## src/rtl/bcd_serial_sequencer.sv

```systemverilog
// Digit-serial multi-digit BCD add/subtract sequencer.
// Time-shares one single-digit BCD adder, one digit per clock, LSD first.
// Optional subtract support is built only when BCD_SEQ_SUB_EN is defined;
// otherwise i_op is ignored and every operation is an addition.
module bcd_serial_sequencer #(
   parameter int unsigned DIGITS = 4,
   parameter int unsigned CNT_W  = 3
) (
   input  logic                  i_clk,
   input  logic                  i_rst,
   input  logic                  i_start,
   input  logic                  i_op,
   input  logic [4*DIGITS-1:0]   i_a,
   input  logic [4*DIGITS-1:0]   i_b,
   output logic                  o_busy,
   output logic                  o_done,
   output logic [4*DIGITS-1:0]   o_result,
   output logic                  o_cout,
   output logic                  o_err
);

   localparam int unsigned W = 4 * DIGITS;
   localparam logic [CNT_W-1:0] LAST_CNT = CNT_W'(DIGITS - 1);

   typedef enum logic [1:0] {
      S_IDLE = 2'd0,
      S_RUN  = 2'd1,
      S_DONE = 2'd2
   } state_t;

   state_t             r_state;
   state_t             w_state_nxt;

   logic [W-1:0]       r_a;
   logic [W-1:0]       r_b;
   logic               r_carry;
   logic [CNT_W-1:0]   r_cnt;
   logic               r_busy;
   logic               r_done;
   logic [W-1:0]       r_result;
   logic               r_cout;
   logic               r_err;

   logic               w_accept;
   logic               w_bad;
   logic               w_sub;
   logic [W-1:0]       w_b_cap;
   logic [4:0]         w_sum;
   logic               w_carry_nxt;
   logic [3:0]         w_digit;
   logic               w_last;

   assign w_accept = i_start && (r_state != S_RUN);
   assign w_last   = (r_cnt == LAST_CNT);

`ifdef BCD_SEQ_SUB_EN
   assign w_sub = i_op;

   // B operand as captured: 9's complement of each digit when subtracting
   always_comb begin
      w_b_cap = i_b;
      if (i_op) begin
         for (int unsigned i = 0; i < DIGITS; i++) begin
            w_b_cap[4*i +: 4] = 4'd9 - i_b[4*i +: 4];
         end
      end
   end
`else
   logic w_unused_op;

   assign w_sub       = 1'b0;
   assign w_unused_op = i_op;

   // B operand captured unchanged: addition only
   always_comb begin
      w_b_cap = i_b;
   end
`endif

   // Flag any operand nibble outside 0..9
   always_comb begin
      w_bad = 1'b0;
      for (int unsigned i = 0; i < DIGITS; i++) begin
         if ((i_a[4*i +: 4] > 4'd9) || (i_b[4*i +: 4] > 4'd9)) begin
            w_bad = 1'b1;
         end
      end
   end

   // Single-digit BCD adder with decimal correction
   always_comb begin
      w_sum       = 5'(r_a[3:0]) + 5'(r_b[3:0]) + 5'(r_carry);
      w_carry_nxt = (w_sum > 5'd9);
      w_digit     = w_carry_nxt ? 4'(w_sum + 5'd6) : w_sum[3:0];
   end

   // State register
   always_ff @(posedge i_clk) begin
      if (i_rst) begin
         r_state <= S_IDLE;
      end else begin
         r_state <= w_state_nxt;
      end
   end

   // Next-state logic; an accepted start in IDLE or DONE launches a new op
   always_comb begin
      w_state_nxt = r_state;
      case (r_state)
         S_IDLE, S_DONE: begin
            if (i_start) begin
               w_state_nxt = w_bad ? S_DONE : S_RUN;
            end else begin
               w_state_nxt = S_IDLE;
            end
         end
         S_RUN: begin
            if (w_last) begin
               w_state_nxt = S_DONE;
            end
         end
         default: w_state_nxt = S_IDLE;
      endcase
   end

   // Operand shifters, digit counter, carry chain and registered outputs
   always_ff @(posedge i_clk) begin
      if (i_rst) begin
         r_a      <= '0;
         r_b      <= '0;
         r_carry  <= 1'b0;
         r_cnt    <= '0;
         r_busy   <= 1'b0;
         r_done   <= 1'b0;
         r_result <= '0;
         r_cout   <= 1'b0;
         r_err    <= 1'b0;
      end else begin
         r_busy <= (w_state_nxt == S_RUN);
         r_done <= (w_state_nxt == S_DONE);
         if (w_accept) begin
            r_a     <= i_a;
            r_b     <= w_b_cap;
            r_carry <= w_sub;
            r_cnt   <= '0;
            r_err   <= w_bad;
            if (w_bad) begin
               r_result <= '0;
               r_cout   <= 1'b0;
            end
         end else if (r_state == S_RUN) begin
            r_a      <= {4'd0, r_a[W-1:4]};
            r_b      <= {4'd0, r_b[W-1:4]};
            r_carry  <= w_carry_nxt;
            r_result <= {w_digit, r_result[W-1:4]};
            r_cnt    <= r_cnt + CNT_W'(1);
            if (w_last) begin
               r_cout <= w_carry_nxt;
            end
         end
      end
   end

   assign o_busy   = r_busy;
   assign o_done   = r_done;
   assign o_result = r_result;
   assign o_cout   = r_cout;
   assign o_err    = r_err;

endmodule

```

## config.mk

```make
export PLATFORM = sky130hd
export DESIGN_NAME = bcd_serial_sequencer
export DESIGN_NICKNAME = d
export VERILOG_FILES = /design/src/rtl/bcd_serial_sequencer.sv
export SDC_FILE = /design/constraint.sdc
export NUM_CORES = 1
export LEC_CHECK = 0
export CAP_MARGIN = 20
export CORE_MARGIN = 1.5
export CORE_UTILIZATION = 54
export DETAILED_ROUTE_END_ITERATION = 8
export GPL_TIMING_DRIVEN = 0
export MAX_ROUTING_LAYER = met4
export PLACE_DENSITY = 0.89
export SLEW_MARGIN = 40
export SYNTH_ARGS = -nofsm -noshare
export SYNTH_HDL_FRONTEND = slang
export SYNTH_SLANG_ARGS = --single-unit
```

## constraint.sdc

```tcl
create_clock -name i_clk -period 4.05 [get_ports i_clk]
set_input_delay 0.6075 -clock i_clk [delete_from_list [all_inputs] [get_ports i_clk]]
set_output_delay 0.6075 -clock i_clk [all_outputs]
set_load 0.005 [all_outputs]
```

==> impl_metrics.tcl <==
set metrics [dict create \
    async_flop_share_pct 0 \
    syn_to_final_growth_pct 29.6 \
    crit_end "o_result[13]$_SDFFE_PP0P_" \
    layout.area.seq_um2 1160 \
    die-area_um2 5180 \
    dp.cells 389 \
    critical_path_arrival_ns 3.12 \
    max_freq_mhz 351 \
    place_congestion 0.897 \
    synth_area_leader_cell "dfxtp_1" \
    skew_ns 0.00554 \
    final_nets 392 \
    finalNonFillerCells 401 \
    worst_slack_ns 1.20 \
    fin_hold_ws_ns 0.468 \
    drv_cap 0 \
    drive_gt1_share_pct 5.44 \
    viasPerCell 5.91 \
    cp.required_ns 4.32 \
    critical_path.max_stage_delay_ns 0.47 \
    numPortBuffers 53 \
    p_leak_nw 1.35 \
    synth-xor-area-share_pct 0.341 \
    grt_max_degree 11 \
    final_antenna_net_count 0 \
    die_h_um 72.0 \
    fp-row-count 24 \
    cts_tree "yes" \
    cp_slowest_cell "fa_1" \
    layout_min_cycle_time_ns 2.85 \
    critPathKind "flop to flop" \
    setup_viol 0 \
    synth_top_area_share_pct 45.2 \
    status "complete, no violations" \
    via_count 2371 \
    grt_pass1_wl_um 10600 \
    ff2ff_setup_slack_ns 1.20 \
    irDropWorstVdd_uv 226 \
    cts-resized-gates 0 \
    yosys.area_share.simple_pct 15.1 \
    antenna_found_initial 0 \
    diodes 0 \
    final_cell_mix "dfxtp_1 (58), clkdlybuf4s50_1 (53), nor2_1 (47), mux2i_1 (33), a211oi_1 (24)" \
    cp-end-kind "flop" \
    wl_per_cell_um 16.2 \
    dr.first_iter.drc_count 114 \
    setup_tns_ns 0 \
    numCtsBuffers 9 \
    postSynthCellCount 284 \
    drc 0 \
    synth_compound_area_share_pct 17.3 \
    worst_r2r_path_depth 9 \
    avgSynthCellArea_um2 9.05 \
    r2r_end "o_result[13]$_SDFFE_PP0P_" \
    finalWirelength_um 6490 \
    pwr_density_cell_nw_per_um2 368 \
    cts_setup_buffers 0 \
    io-pin-count 56 \
    pre_cts_ws_ns 1.21 \
    synthFlopType "dfxtp_1" \
    ys_warn_count 0 \
    path_cells "fa_1 -> fa_1 -> xnor2_1 -> ha_1 -> nor2b_1 -> a31o_1 -> or3_1 -> a211o_1 -> a21oi_1" \
    r2r_start "r_a[0]$_SDFFE_PP0P_" \
    hpwl_um 4760 \
    synth_cell_types 38 \
    final_common_cell "dfxtp_1" \
    initial_utilization_pct 57.5 \
    slew-limit-headroom_pct 50.9 \
    track_usage_pct 27.6 \
    crit_start "r_a[0]$_SDFFE_PP0P_" \
    synth_seq_cells 58 \
    synth_top_family_by_area "compound AO/OA/AOI/OAI gates" \
    ctsHoldBuffers 0 \
    multi_input_area_um2 1290 \
    overflow 0 \
    clock_sinks 58 \
    synthTopCellsByArea "dfxtp_1 (45%), mux2i_1 (13%), a211oi_1 (7.0%)" \
    cpMostUsedCell "fa_1" \
    htree_num_levels 3 \
    slew_violations 0 \
    synthMuxAreaShare_pct 12.8 \
    root_buffer "clkbuf_8" \
    clockBufferDepth 2 \
    synth_fp_nets 328 \
    fin_area_um2 3330 \
    yosys.area_share.adder_pct 4.48 \
    syn_area_um2 2570 \
    die_w_um 72.0 \
    place_area_um2 3170 \
    rsz0062_at_grt "no" \
    grt_pass1_vias 2334 \
    ys_seq_area_share_pct 45.2 \
    synth_edf_count 0 \
    clock_latency_ns 0.34 \
    fin_crit_sh_pct 70.4 \
    hold_viol 0 \
    start_kind "flop" \
    worst_pin_slew_ns 0.731 \
    first_pass_iters 4 \
    crit_fanout 3 \
    clk_pin_slew_ns 0.06 \
    core_area_um2 4470 \
    min-delay-path-class "flop to flop" \
    nFillCells 350 \
]
[report_power, final]
part,internal (mW),switching (mW),leakage (nW)
Clock,0.258,0.206,0.0863
Combinational,0.0787,0.0743,0.793
Sequential,0.594,0.0144,0.475
[flip-flops by register name (all words and copies together) (netlist names)]
register  cells
o_busy        1
o_cout        1
o_done        1
o_err         1
o_result     16
r_a          16
r_b          16
r_carry       1
r_cnt         3
r_state       2
[Yosys cell counts (all sizes together), types with 2 or more instances]
cell    instances
buf             9
nand3          15
nand2b          3
nand4           2
dfxtp          58
ha              6
mux2i          33
a21oi          21
o21ai          10
fa              2
nand2          15
clkbuf         12
a31oi           2
nand4b          2
nor2           47
inv             5
a211oi         24
and3            2
[routing by layer]
layer	GRT usage (%)	vias to the layer above	part of all wire (%)
li1	-	1138	-
met1	30.5	1103	41
met2	46.7	109	50
met3	4.44	21	6.0
met4	17.0	0	3.5
met5	-	-	0
[worst max-delay path, delay by kind of cell, from the launching register on]
family,cells,cell delay [ns]
adders and majority gates,3,1.14
AOI/OAI and AO/OA,3,0.64
and+or+nand+nor,2,0.47
DFF,1,0.34
xor gates and xnor gates,1,0.19
[cell families (layout without fill, tap and decap cells)]
| group | count (synthesis) | count (layout) |
|---|---|---|
| AND/OR/NAND/NOR | 89 | 89 |
| AO/OA/AOI/OAI | 68 | 68 |
| flip-flops | 58 | 58 |
| multiplexers | 33 | 33 |
| buffers and inverters | 27 | 92 |
| adder cells (fa/ha/maj) | 8 | 8 |
| XOR/XNOR | 1 | 1 |
[how the worst min path moves through the flow]
stage / to / slack [ns] / start / cells past startpoint
2_1_floorplan: r_cnt[1]$_SDFFE_PP0P_ / 0.45 / r_cnt[1]$_SDFFE_PP0P_ / 2
3_3_place_gp: o_result[3]$_SDFFE_PP0P_ / 0.45 / o_result[3]$_SDFFE_PP0P_ / 2
3_5_place_dp: o_result[3]$_SDFFE_PP0P_ / 0.46 / o_result[3]$_SDFFE_PP0P_ / 2
4_1_cts: o_result[3]$_SDFFE_PP0P_ / 0.47 / o_result[3]$_SDFFE_PP0P_ / 2
5_1_grt: o_cout$_SDFFE_PP0P_ / 0.50 / o_cout$_SDFFE_PP0P_ / 2
6_report: o_result[0]$_SDFFE_PP0P_ / 0.47 / o_result[0]$_SDFFE_PP0P_ / 2
[layout make-up]
type / instances / share of cell area [%]
Buffer: 22 / 3.12
Clock buffer: 12 / 4.96
Inverter: 5 / 0.563
Multi-Input combinational cell: 199 / 38.6
Sequential cell: 58 / 34.8
Tap cell: 52 / 1.95
Timing Repair Buffer: 53 / 15.9
[stage by stage]
stage | total power, mW | util [%]
2_1_floorplan | 0.705 | -
3_3_place_gp | 0.765 | 70.8
3_5_place_dp | 0.771 | 70.8
4_1_cts | 1.23 | 74.5
5_1_grt | 1.26 | 74.5
6_report | 1.23 | 74.5
Note: power is estimated with default switching activity, not from simulation.
